===== config.mk =====
export PLATFORM = sky130hd
export DESIGN_NAME = fetch_pc_ctrl
export DESIGN_NICKNAME = d
export VERILOG_FILES = /design/src/rtl/fetch_pc_ctrl.sv
export SDC_FILE = /design/constraint.sdc
export NUM_CORES = 1
export LEC_CHECK = 0
export BUFFER_PORTS_ARGS = -buffer_cell sky130_fd_sc_hd__buf_2
export CAP_MARGIN = 20
export CORE_MARGIN = 4
export CORE_UTILIZATION = 52
export CTS_CLUSTER_SIZE = 16
export DETAILED_ROUTE_END_ITERATION = 8
export GPL_TIMING_DRIVEN = 0
export PLACE_DENSITY = 0.76
export SLEW_MARGIN = 20
export SYNTH_ARGS = -nofsm -noshare
export SYNTH_HDL_FRONTEND = slang
export SYNTH_SLANG_ARGS = --single-unit

===== constraint.sdc =====
create_clock -name clk -period 3.15 [get_ports clk]
set_input_delay 0.4725 -clock clk [delete_from_list [all_inputs] [get_ports clk]]
set_output_delay 0.4725 -clock clk [all_outputs]
set_load 0.01 [all_outputs]

===== src/rtl/fetch_pc_ctrl.sv =====
// Fetch PC sequencer. It redirects on accepted taken predictions and recovers on mispredicts.
// It uses a FIFO of in-flight branch predictions that are resolved in order by execute.
module fetch_pc_ctrl #(
  parameter logic [31:0] RESET_PC = 32'h0000_0000,
  parameter int          QDEPTH   = 4
) (
  input  logic        clk,
  input  logic        rst,
  input  logic        stall,
  input  logic        pred_valid,
  input  logic        pred_take,
  input  logic [31:0] pred_pc,
  input  logic [31:0] pred_target,
  input  logic        res_valid,
  input  logic        res_taken,
  output logic [31:0] pc_out,
  output logic        flush_f1_f2,
  output logic        flush_f2_d,
  output logic        flush_d_e,
  output logic        q_full,
  output logic        err,
  output logic [15:0] mispred_cnt
);

  localparam int PW = $clog2(QDEPTH);
  localparam int CW = PW + 1;

  logic [31:0]   pc;
  logic [PW-1:0] rd_ptr;
  logic [PW-1:0] wr_ptr;
  logic [CW-1:0] count;
  logic          err_flag;
  logic [15:0]   mp_cnt;

  logic          take_q [QDEPTH];
  logic [31:0]   rec_q  [QDEPTH];

  logic          q_empty;
  logic          full;
  logic          mispredict;
  logic          pop;
  logic          push;
  logic          take_acc;
  logic          proto_err;
  logic [31:0]   rec_pc;
  logic [31:0]   next_pc;

  assign q_empty    = (count == '0);
  assign full       = (count == CW'(QDEPTH));
  assign mispredict = res_valid & ~q_empty & (res_taken != take_q[rd_ptr]);
  assign pop        = res_valid & ~q_empty;
  assign push       = ~stall & pred_valid & ~mispredict & (~full | pop);
  assign take_acc   = ~stall & pred_valid & pred_take & ~mispredict;
  assign proto_err  = (~stall & pred_valid & full & ~pop) | (res_valid & q_empty);
  // A taken prediction recovers to the fall-through path; a not-taken one recovers to the target.
  assign rec_pc     = pred_take ? (pred_pc + 32'd4) : pred_target;

  always_comb begin
    next_pc = pc + 32'd4;
    if (mispredict)    next_pc = rec_pc_head();
    else if (take_acc) next_pc = pred_target;
    else if (stall)    next_pc = pc;
  end

  function automatic logic [31:0] rec_pc_head();
    return rec_q[rd_ptr];
  endfunction

  always_ff @(posedge clk) begin
    if (rst) begin
      pc       <= RESET_PC;
      rd_ptr   <= '0;
      wr_ptr   <= '0;
      count    <= '0;
      err_flag <= 1'b0;
      mp_cnt   <= 16'h0000;
    end else begin
      pc       <= next_pc;
      err_flag <= err_flag | proto_err;
      if (mispredict) begin
        rd_ptr <= '0;
        wr_ptr <= '0;
        count  <= '0;
        if (mp_cnt != 16'hFFFF) mp_cnt <= mp_cnt + 16'd1;
      end else begin
        if (push) wr_ptr <= wr_ptr + PW'(1);
        if (pop)  rd_ptr <= rd_ptr + PW'(1);
        count <= count + CW'(push) - CW'(pop);
      end
    end
  end

  // Entry storage needs no reset: count gates every read.
  always_ff @(posedge clk) begin
    if (!rst && push) begin
      take_q[wr_ptr] <= pred_take;
      rec_q[wr_ptr]  <= rec_pc;
    end
  end

  assign pc_out      = pc;
  assign flush_f1_f2 = ~rst & (mispredict | take_acc);
  assign flush_f2_d  = ~rst & mispredict;
  assign flush_d_e   = ~rst & mispredict;
  assign q_full      = full;
  assign err         = err_flag;
  assign mispred_cnt = mp_cnt;

endmodule


==> results by stage <==
Detailed routing:
- Once detail routing completed, the nets flagged for antenna violations numbered 0.
- In the routed layout, each cell is associated on average with a via count of 6.42.
- The final layout contains routed wiring with a total length of 27800 um.
- The average wire per cell in the routed design is 23.1 um.
- The first TritonRoute pass finished after 5 iterations.
- The overall via count from detail_route is 7746.
- The number of remaining DRC errors is 0.
- The first-iteration detailed-routing DRC count is 953.

Timing:
- The final sum of negative setup slack is 0 ns.
- Setup slack closes at 0.135 ns.
- The slew of the pin with the lowest slew margin is 1.02 ns.
- Subtracting the final worst setup slack from the clock period gives 3.01 ns.
- The normalized max-slew margin is 0.323.
- The final setup violation count is 0.
- The count of final hold-check violations is 0.
- Setup repair after global routing left no endpoint under its margin.
- Between clock sinks in the finished design, the worst skew comes to 0.00982 ns.
- Derived from the worst setup path, the maximum achievable clock frequency is 332 MHz.
- Dividing the final minimum period by the clock period gives 0.957.
- The number of max-slew violations in the final report came to 0.

Floorplan:
- The floorplan step defined a core boundary enclosing 0.0175 mm2.
- The number of placement rows is 48.
- The number of primary I/O pins is 124.
- The initial core utilization is 0.537.
- The horizontal die dimension is 142 um.
- The height of the die is 142 um.
- The floorplan die area is 0.0203 mm2.

Logic synthesis:
- The mean cell area of the mapped netlist is 11.4 um2.
- Summed over all instances, the cell type with the most area after synthesis is edfxtp_1.
- Synthesis produced a netlist with a net count of 902.
- During synthesis, Yosys emitted a total of 0 warnings.
- The most numerous cell in the Yosys netlist is edfxtp_1.
- The number of enable flip-flop cells after synthesis is 132.
- The register bit count reported by yosys is 190.
- Sorting the synthesized cells by area gives the leading types as edfxtp_1 (42%), dfxtp_1 (12%), mux4_2 (7.7%).
- The cell count after synthesis came out at 822.
- Counting distinct cell types in the post-synthesis netlist gives 70.
- For this run, the leading register cell type out of synthesis is edfxtp_1.
- The part of the Yosys area used for sequential elements is 0.546.
- The post-synthesis cell area is 0.00939 mm2.
- After synthesis, the most frequently instantiated cells are edfxtp_1 (132), nor2_1 (80), nand2_1 (74), a21oi_1 (60), dfxtp_1 (58).
- The area share of the leading cell type in the synthesized netlist is 0.422.
- The fraction of registers with async set/reset is 0.

Layout:
- The share of post-route cells with drive strength above 1 is 0.230.
- The total inserted antenna cells is 0.
- The count of fill cells added during filler insertion is 1371.
- The area growth from synthesis to layout is 18.0%.
- The count of nets after finishing is 1049.

Clocking:
- After clock tree synthesis, the flow added hold-fix buffers numbering 0.
- The CTS buffer count is 17.
- The clock latency reported for the late side of the worst-skew pair is 0.44 ns.
- The root buffer cell chosen for the clock tree is clkbuf_16.
- The clock slew seen by the registers of the worst setup and hold paths is 0.07 ns.
- TritonCTS built the clock tree.
- The H-tree depth is 4.
- The maximum clock insertion buffer count is 2.
- The clock drives 190 sinks.

GRT:
- The number of antenna violations at the first check in global routing is 0.
- The total overflow left after global routing is 0.
- The pin count of the biggest net entering global routing is 22.
- The first global-routing pass estimated 42300 um of wire.
- For this run, the total global-route usage over all layers was measured as 0.276.
- The via count of the first global-routing pass came to 7446.

Worst setup path:
- Data on the critical path is required at its endpoint by 2.68 ns.
- Data on the critical path arrives at its endpoint at 2.54 ns.
- The critical path startpoint category is a register.
- The worst-path cell with the longest stage delay is mux4_2.
- The largest fanout on the critical path is 10.
- The worst setup path is of the register to output pin kind.
- The critical path capture point type is an output pin.
- The delay of the slowest cell on the worst path is 0.58 ns.
- Walking the worst path, the cells encountered are buf_6, mux4_2, xor2_4, nand2_4, buf_6, buf_4, nor2_2, buf_4, buf_2.

Run:
- Across the run, the number of max-cap violations was 0.

Placement:
- The number of buffers added on ports is 123.
- The wire-length estimate of the detail-placed layout is 19900 um.
- At the placement stage, the worst setup path has a slack of 0.0184 ns.
- The congestion estimate from routability-driven global placement came to 0.975.

Status:
- The flow ran to the end, and the final reports show no timing, DRC or antenna violations.

Pwr:
- The power density of the placed cells is 641 mW/mm2.
- The worst ir drop on vdd is 0.000450 V.
- The power after layout is 7.11 mW.
- The standby leakage power is 3.75 nW.

Hold path:
- The worst min-delay path category is input pin to register.
[registers in the layout, indices dropped and copies added, names as in the netlist, named ones only]
register and flops:
pc_out 32, rd_ptr 2, err 1, rec_q 128, take_q 4, count 3
wr_ptr 2, mispred_cnt 16
[cell type report]
class / instances / area [um2] / area share
clock buffers: 17 / 425 / 0.0384
inverters: 14 / 52.6 / 0.00474
plain buffers: 53 / 246 / 0.0223
multi-input cells: 565 / 4010 / 0.362
repair buffers: 128 / 726 / 0.0655
flip-flops and latches: 190 / 5120 / 0.463
well taps: 225 / 282 / 0.0254
clock inverters: 15 / 206 / 0.0186
[path summary, 6_finish.rpt]
path,from,to,slack [ns],cells past startpoint
max reg2reg,register,count[2],0.18,11
max,register,flush_f2_d,0.14,9
min,pred_take,take_q[2],0.31,1
min reg2reg,err,err,0.49,2
[metal layers]
layer	vias up	part of all wire	global-route usage
met1	3717	0.39	0.369
met5	-	0	0.00957
li1	3480	-	-
met3	90	0.095	0.0521
met4	0	0.046	0.139
met2	459	0.47	0.433
[placed cells by master, fill, tap and decap left out, types with 13 or more instances in the layout]
master	netlist	layout
buf_2	7	128
clkbuf_1	37	37
a31oi_1	20	20
nor4_1	19	19
nand4_1	17	17
xnor2_1	34	34
nand2_1	74	73
nor3_1	21	21
nor2_1	80	78
mux4_2	32	32
dfxtp_1	58	58
clkbuf_16	0	17
nand3_1	33	33
o21ai_0	14	14
edfxtp_1	132	132
inv_1	13	13
a21oi_1	60	60
[worst max-delay path, delay by kind of cell, from the launching register on]
family | cells | cell delay (ns)
xor gates and xnor gates | 1 | 0.23
buffers and inverters | 5 | 0.72
DFF | 1 | 0.32
muxes | 1 | 0.58
and+or+nand+nor | 2 | 0.24
[repair_timing]
item	in CTS	in global routing
setup endpoints to repair	2	58
buffers inserted	1	0
pin swaps	1	1
resized for setup	6	6
[where the power goes]
group	switching (mW)	internal (mW)	leakage [nW]
sequential	0.192	2.87	1.66
clock	0.985	1.34	0.310
combinational	0.996	0.725	1.78
total	2.17	4.93	3.75
[cells by family (layout without fill, tap and decap cells)]
| kind of cell | Yosys count | after routing | share of synthesized area |
|---|---|---|---|
| flops | 190 | 190 | 0.546 |
| simple gates | 301 | 301 | 0.159 |
| fa+ha+maj | 9 | 9 | 0.0128 |
| xor+xnor | 43 | 43 | 0.0409 |
| mux | 43 | 43 | 0.0892 |
| buf+inv | 67 | 227 | 0.0309 |
| compound gates | 169 | 169 | 0.121 |
[per-stage QoR]
stage,hold slack [ns],instances,area (um2),utilization
3_3_place_gp,0.457,1170,10300,0.588
5_1_grt,0.310,1207,11100,0.634
6_report,0.315,1207,11100,0.634
2_1_floorplan,0.468,822,9390,-
4_1_cts,0.304,1207,11100,0.633
3_5_place_dp,0.479,1174,10400,0.595
(Power assumes the default switching activity.)
